===== src/rtl/hazard_stall_controller.sv =====
// hazard_stall_controller
// Pipeline sequencing controller for the 5-stage RISC-V core. It sits beside
// the EX-stage forwarding unit and covers the hazards forwarding cannot:
// load-use, branch-in-ID operand dependencies (1 or 2 stall cycles) and
// multi-cycle MUL/DIV occupancy of EX.
//
// Optional feature macro: HAZ_PERF_CNT_EN (stall/flush performance counters).
// With it undefined, Stall_Cnt_o / Flush_Cnt_o are tied to zero.
//
// Parameters:
//   MD_TIMEOUT  cycles allowed in MD_WAIT before abort (legal 2..255)
//   CNT_W       performance counter width
//
// Ports:
//   clk_i, rst_i              clock (rising edge), async active-low reset
//   ID_*                      operand/branch info of the instruction in ID
//   EX_*, MEM_*               producer info of the instructions in EX and MEM
//   EX_MulDiv_i, MD_Done_i    MUL/DIV in EX, unit result-valid pulse
//   PC_Write_o, IF_ID_Write_o pipeline-register write enables
//   IF_ID_Flush_o             zero IF/ID on the next edge (taken branch)
//   ID_EX_Bubble_o            load NOP into ID/EX
//   EX_Hold_o                 freeze ID/EX while MUL/DIV occupies EX
//   EX_MEM_Bubble_o           load NOP into EX/MEM
//   MD_Start_o                single-cycle start pulse to MUL/DIV
//   MD_Error_o                sticky MUL/DIV timeout flag
//   Stall_Cnt_o, Flush_Cnt_o  performance counters
//   State_o                   debug view of the FSM state (0 RUN, 1 BR_WAIT, 2 MD_WAIT)
//
// Handshake: there is no valid/ready pair here; MD_Start_o is a one-cycle
// request pulse and MD_Done_i a one-cycle completion pulse that is only
// observed while in MD_WAIT.

module hazard_stall_controller #(
  parameter int MD_TIMEOUT = 64,
  parameter int CNT_W      = 32
) (
  input  logic             clk_i,
  input  logic             rst_i,
  input  logic [4:0]       ID_Rs1_i,
  input  logic [4:0]       ID_Rs2_i,
  input  logic             ID_UseRs1_i,
  input  logic             ID_UseRs2_i,
  input  logic             ID_Branch_i,
  input  logic             ID_BranchTaken_i,
  input  logic             EX_RegWrite_i,
  input  logic             EX_MemRead_i,
  input  logic [4:0]       EX_Rd_i,
  input  logic             MEM_MemRead_i,
  input  logic [4:0]       MEM_Rd_i,
  input  logic             EX_MulDiv_i,
  input  logic             MD_Done_i,
  output logic             PC_Write_o,
  output logic             IF_ID_Write_o,
  output logic             IF_ID_Flush_o,
  output logic             ID_EX_Bubble_o,
  output logic             EX_Hold_o,
  output logic             EX_MEM_Bubble_o,
  output logic             MD_Start_o,
  output logic             MD_Error_o,
  output logic [CNT_W-1:0] Stall_Cnt_o,
  output logic [CNT_W-1:0] Flush_Cnt_o,
  output logic [1:0]       State_o
);

  typedef enum logic [1:0] {
    RUN     = 2'd0,
    BR_WAIT = 2'd1,
    MD_WAIT = 2'd2
  } state_e;

  // Last MD_WAIT counter value before the wait is abandoned.
  localparam logic [7:0] MD_LAST = 8'(MD_TIMEOUT - 1);

  state_e     state_q, state_d;
  logic [7:0] md_cnt_q, md_cnt_d;
  logic       md_err_q, md_err_d;

  logic hit_ex, hit_mem;

  // Register-zero never creates a dependency; only operands the ID
  // instruction actually reads are considered.
  always_comb begin
    hit_ex  = (ID_UseRs1_i & (ID_Rs1_i != 5'd0) & (ID_Rs1_i == EX_Rd_i) & EX_RegWrite_i)
            | (ID_UseRs2_i & (ID_Rs2_i != 5'd0) & (ID_Rs2_i == EX_Rd_i) & EX_RegWrite_i);
    hit_mem = (ID_UseRs1_i & (ID_Rs1_i != 5'd0) & (ID_Rs1_i == MEM_Rd_i) & MEM_MemRead_i)
            | (ID_UseRs2_i & (ID_Rs2_i != 5'd0) & (ID_Rs2_i == MEM_Rd_i) & MEM_MemRead_i);
  end

  always_comb begin
    PC_Write_o      = 1'b1;
    IF_ID_Write_o   = 1'b1;
    IF_ID_Flush_o   = 1'b0;
    ID_EX_Bubble_o  = 1'b0;
    EX_Hold_o       = 1'b0;
    EX_MEM_Bubble_o = 1'b0;
    MD_Start_o      = 1'b0;
    state_d         = state_q;
    md_cnt_d        = md_cnt_q;
    md_err_d        = md_err_q;

    case (state_q)
      RUN: begin
        if (EX_MulDiv_i) begin
          MD_Start_o      = 1'b1;
          EX_Hold_o       = 1'b1;
          EX_MEM_Bubble_o = 1'b1;
          PC_Write_o      = 1'b0;
          IF_ID_Write_o   = 1'b0;
          md_cnt_d        = 8'd0;
          state_d         = MD_WAIT;
        end else if (ID_Branch_i & hit_ex & EX_MemRead_i) begin
          // Load result is needed in ID: one stall here, one more in BR_WAIT.
          PC_Write_o     = 1'b0;
          IF_ID_Write_o  = 1'b0;
          ID_EX_Bubble_o = 1'b1;
          state_d        = BR_WAIT;
        end else if ((EX_MemRead_i & hit_ex) | (ID_Branch_i & hit_ex) |
                     (ID_Branch_i & hit_mem)) begin
          PC_Write_o     = 1'b0;
          IF_ID_Write_o  = 1'b0;
          ID_EX_Bubble_o = 1'b1;
        end else if (ID_BranchTaken_i) begin
          // Branch outcome is only trustworthy when nothing stalls it.
          IF_ID_Flush_o = 1'b1;
        end
      end

      BR_WAIT: begin
        PC_Write_o     = 1'b0;
        IF_ID_Write_o  = 1'b0;
        ID_EX_Bubble_o = 1'b1;
        state_d        = RUN;
      end

      MD_WAIT: begin
        PC_Write_o      = 1'b0;
        IF_ID_Write_o   = 1'b0;
        EX_Hold_o       = 1'b1;
        EX_MEM_Bubble_o = 1'b1;
        md_cnt_d        = (md_cnt_q == 8'hFF) ? md_cnt_q : md_cnt_q + 8'd1;
        if (MD_Done_i) begin
          // Done wins over a coincident timeout.
          EX_Hold_o       = 1'b0;
          EX_MEM_Bubble_o = 1'b0;
          state_d         = RUN;
        end else if (md_cnt_q == MD_LAST) begin
          EX_Hold_o       = 1'b0;
          EX_MEM_Bubble_o = 1'b0;
          md_err_d        = 1'b1;
          state_d         = RUN;
        end
      end

      default: state_d = RUN;
    endcase
  end

  always_ff @(posedge clk_i or negedge rst_i) begin
    if (!rst_i) begin
      state_q  <= RUN;
      md_cnt_q <= 8'd0;
      md_err_q <= 1'b0;
    end else begin
      state_q  <= state_d;
      md_cnt_q <= md_cnt_d;
      md_err_q <= md_err_d;
    end
  end

  assign MD_Error_o = md_err_q;
  assign State_o    = state_q;

`ifdef HAZ_PERF_CNT_EN
  logic [CNT_W-1:0] stall_cnt_q, flush_cnt_q;

  always_ff @(posedge clk_i or negedge rst_i) begin
    if (!rst_i) begin
      stall_cnt_q <= '0;
      flush_cnt_q <= '0;
    end else begin
      if (!PC_Write_o)   stall_cnt_q <= stall_cnt_q + {{(CNT_W-1){1'b0}}, 1'b1};
      if (IF_ID_Flush_o) flush_cnt_q <= flush_cnt_q + {{(CNT_W-1){1'b0}}, 1'b1};
    end
  end

  assign Stall_Cnt_o = stall_cnt_q;
  assign Flush_Cnt_o = flush_cnt_q;
`else
  assign Stall_Cnt_o = '0;
  assign Flush_Cnt_o = '0;
`endif

endmodule


===== config.mk =====
export PLATFORM = sky130hd
export DESIGN_NAME = hazard_stall_controller
export DESIGN_NICKNAME = d
export VERILOG_FILES = /design/src/rtl/hazard_stall_controller.sv
export SDC_FILE = /design/constraint.sdc
export NUM_CORES = 1
export LEC_CHECK = 0
export ABC_AREA = 1
export BUFFER_PORTS_ARGS = -buffer_cell sky130_fd_sc_hd__buf_2
export CAP_MARGIN = 20
export CORE_MARGIN = 1.5
export CORE_UTILIZATION = 45
export DETAILED_ROUTE_END_ITERATION = 12
export GPL_ROUTABILITY_DRIVEN = 0
export PLACE_DENSITY = 0.91
export SLEW_MARGIN = 40
export SYNTH_ARGS = -nofsm -noshare
export SYNTH_HDL_FRONTEND = slang
export SYNTH_SLANG_ARGS = --single-unit

===== constraint.sdc =====
create_clock -name clk_i -period 3.44 [get_ports clk_i]
set_clock_uncertainty 0.2 [all_clocks]
set_input_delay 0.344 -clock clk_i [delete_from_list [all_inputs] [get_ports clk_i]]
set_output_delay 0.344 -clock clk_i [all_outputs]
set_load 0.01 [all_outputs]

; Yosys cells after proc, flatten, opt, wreduce, memory -nomap -nowiden
; Index checks and enable logic that the tools add are counted.
; Widths: inputs -> output; s select.
[totals]
latchBits = 0
elab_cells = 69
output_inout_bits = 74
mem_count = 0
ff_bits = 11
ramBits = 0
input_bits = 31
romBits = 0
[op_classes]
n_reduce_logical = 8
bitwise_logic = 19
multipliers = 0
shifts = 0
n_eq_ne = 12
magnitude_cmp = 0
addsub = 1
n_mux = 26
div = 0
[op_table]
columns = cell, n
row1 = $eq 5x5->1, 4
row2 = $mux 8, 2
row3 = $pmux 8 s2, 1
row4 = $mux 1, 15
row5 = $and 1x1->1, 14
row6 = $reduce_bool 5->1, 2
row7 = $add 8x1->8 const B, 1
row8 = $eq 8x6->1 const B, 1
row9 = $eq 8x8->1 const B, 1
row10 = $mux 2, 4
row11 = $ne 3x3->1 const B, 2
row12 = $pmux 1 s2, 3
row13 = $reduce_and 3->1, 2
row14 = $ne 2x2->1 const B, 2
row15 = $or 1x1->1, 4
row16 = $pmux 2 s2, 1
row17 = $eq 2x1->1 const B, 1
row18 = $eq 2x2->1 const B, 1
row19 = $logic_not 2->1, 1
row20 = $reduce_and 2->1, 1
row21 = $reduce_bool 2->1, 1
row22 = $reduce_or 2->1, 1
row23 = $not 1->1, 1

; Logic depth before layout (Yosys ltp)
[depth]
depth_word = 12
depth_mapped = 12
mapped_depth_nobuf = 12

; Worst setup path before layout
; No wires, ideal clock.
[synth_path]
path_type = reg-to-output
startpoint = register state_q[0] (netlist: State_o[0])
endpoint = output PC_Write_o
n_path_buf = 1
arrival_time_ps = 1455
setup_slack_ps = 1441
stages_incl_launch_ff = 8
cell_sequence = dfrtp_1 -> inv_1 -> ha_1 -> inv_1 -> nor2_1 -> nand3_1 -> o21ai_0 -> buf_4
[synth_between]
elab_chain_cells = 3
word_cells_on_any_way = 5
[synth_rtl]
columns = item, line
row1 = "start, declared", 74  ; state_e state_q, state_d;
row2 = "start signal, assigned", 164  ; state_q <= state_d;
row3 = $eq 2x2->1 or $eq 2x1->1 (tied branches), --
row4 = $reduce_or 2->1 (no source line), --
row5 = $pmux 1 s2 (*), --
row6 = "end, declared", 52  ; output logic PC_Write_o,
; Mark *: on every way between the ends. The rest lies on a longest branch, timed or not.

; Worst setup path in the final report
[layout_path]
startpoint = register state_q[0] (netlist: State_o[0])
endpoint = output PC_Write_o
[layout_between]
elab_chain_cells = 3
word_cells_on_any_way = 5
[layout_rtl]
columns = item, line
row1 = $eq 2x2->1 or $eq 2x1->1 (tied branches), 101  ; case (state_q)
row2 = $reduce_or 2->1 (no source line), --
row3 = $pmux 1 s2 (*), 101
; Marked as above.

==> results_dict.tcl <==
set metrics [dict create \
    setup_viol_count_final 0 \
    ys_top_cells_by_area "buf_4, dfrtp_1, nand2_1, xnor2_1, inv_1" \
    whs_path_depth 3 \
    synth_ff_type "dfrtp_1" \
    synth_edf_count 0 \
    async_flop_share_pct 100 \
    synth.most_common_cell "buf_4" \
    design.core.area_um2 3130 \
    seq_area_frac_synth_pct 18.1 \
    p_int_w 0.000332 \
    numClockSinks 11 \
    vias_per_cell 4.20 \
    power.switching_w 0.000345 \
    ys_ff_latch 11 \
    dieWidth_um 61.1 \
    grt_max_degree 12 \
    rsz0062_at_grt "no" \
    ant_nets 0 \
    hold_slack_ns 0.195 \
    cp.required_ns 2.90 \
    dp_worst_setup_slack_ns 1.37 \
    first_pass_iters 4 \
    area_growth_pct 2.14 \
    period_share_pct 68.6 \
    grtUsageTotal_pct 15.3 \
    p_clk_share_pct 13.3 \
    yosys_warnings 0 \
    outcome "completed" \
    gr-total-overflow 0 \
    leakagePower_nw 0.936 \
    netlist.area_leader.share_pct 32.6 \
    start_util_pct 48.6 \
    min_path_type "input pin to flop" \
    insertedDiodeCount 0 \
    reg2regPathDepth 9 \
    cts_buffer_depth 2 \
    fin_crit_ns 2.36 \
    ioPinCount 105 \
    p_comb_share_pct 61.9 \
    numCtsBuffers 3 \
    hold_viol 0 \
    htreeDepth 1 \
    synthTopCellsByCount "buf_4, nand2_1, inv_1" \
    grt_pass1_vias 1113 \
    crit_type "flop to output pin" \
    max_cap_violations 0 \
    path_max_fanout 5 \
    start_kind "flop" \
    dr_total_vias 1267 \
    netlist.top_cell.by_area "buf_4" \
    synth_cells 216 \
    finalSetupTns_ns 0 \
    crit_arrival_ns 1.81 \
    placed_cell_area_um2 1520 \
    fill_cells 323 \
    rows 20 \
    die_h_um 61.1 \
    clkTransAtPathRegs_ns 0.07 \
    worstSetupEndpointType "output pin" \
    clock.fmax_ghz 0.424 \
    mappedNetlistArea_um2 1520 \
    drt_wl_total_um 2880 \
    drtIter0Drc 37 \
    cts_tree "built" \
    maxSlewViolCount 0 \
    fin_nets 294 \
    clkLatencyLatePin_ns 0.27 \
    hpwlAfterDp_um 2490 \
    clockRootBuffer "clkbuf_4" \
    post_cts_buffers 0 \
    switching_share_pct 51.0 \
    fin_ws_ns 1.08 \
    cts_hold_buf 1 \
    antenna_found_initial 0 \
    seqPwrFrac_pct 24.9 \
    wire_per_inst_um 9.54 \
    cts_resized 0 \
    port_buffers 40 \
    drive_gt1_share_pct 19.8 \
    ys_types 27 \
    ir_drop_mv 0.280 \
    finalInstanceArea_um2 1550 \
    syn_area_per_cell_um2 7.03 \
    grt_first_pass_wirelength_um 4400 \
    rrSetupSlack_ns 1.45 \
    power_density_nw_per_um2 436 \
    die_area_um2 3730 \
    drc 0 \
    finalPower_w 0.000676 \
]
==> power groups by stage <==
stage | Combinational, W | Clock, W | Sequential (W)
after floorplan | 0.000346 | 0 | 0.000173
after global placement | 0.000401 | 0 | 0.000168
after detailed placement | 0.000415 | 0 | 0.000171
after CTS | 0.000417 | 0.0000918 | 0.000168
after global routing | 0.000459 | 0.0000990 | 0.000171
final | 0.000418 | 0.0000898 | 0.000168
==> registers in the layout (all words and copies together), names as in the netlist <==
| register | cells |
|---|---|
| MD_Error_o | 1 |
| State_o | 2 |
| md_cnt_q | 8 |
==> cells in the final DEF (no fill, tap or decap), types with 2 or more instances in the layout <==
master    count
a21oi_1       3
buf_2        40
clkbuf_4      3
conb_1       64
dfrtp_1      11
ha_1          4
inv_1        21
nand2_1      37
nand2_2       2
nand3_1       9
nand4_1       5
nor2_1       16
nor3_1        3
o21ai_0       4
o22ai_1       2
o31ai_1       2
xnor2_1      11
xor2_1        9
==> through the flow <==
stage | instances | util, %
final | 302 | 49.6
after global placement | 297 | 48.4
after detailed placement | 297 | 48.4
after floorplan | 279 | -
after CTS | 302 | 49.6
after global routing | 302 | 49.6
==> cells by family after synthesis <==
family | Yosys count | synth area share [%]
flip-flops | 11 | 18.1
adder cells (fa/ha/maj) | 4 | 3.30
AND/OR/NAND/NOR | 78 | 23.1
AO/OA/AOI/OAI | 13 | 5.19
other | 1 | 0.247
buffers and inverters | 89 | 38.5
XOR/XNOR | 20 | 11.5
==> worst max-delay path: stages, from the launching register on <==
cell,delay [ns]
dfrtp_1,0.41
inv_1,0.10
ha_1,0.19
inv_1,0.08
nor2_1,0.27
nand3_1,0.16
o21ai_0,0.13
buf_2,0.19
==> final cells by class <==
cell class / instances / area, µm² / area share [%]
inverters: 23 / 88.8 / 5.73
well taps: 44 / 55.1 / 3.55
flip-flops and latches: 11 / 275 / 17.7
clock buffers: 4 / 26.3 / 1.69
multi-input cells: 179 / 896 / 57.7
repair buffers: 41 / 210 / 13.5
==> final timing paths <==
kind                       startpoint          end
min                         MD_Done_i   MD_Error_o
max reg2reg                State_o[0]  md_cnt_q[6]
max                        State_o[0]   PC_Write_o
min in group asynchronous       rst_i  md_cnt_q[2]
max in group asynchronous       rst_i   State_o[1]
min reg2reg                MD_Error_o   MD_Error_o
==> per-layer routing <==
metal	routed length [µm]	vias up	GRT usage, %
met1	1210	565	18.2
met5	0	-	0
li1	-	627	-
met2	1440	73	28.0
met4	13	0	3.11
met3	216	2	3.78
No activity file was read; power rests on OpenSTA's default activity.
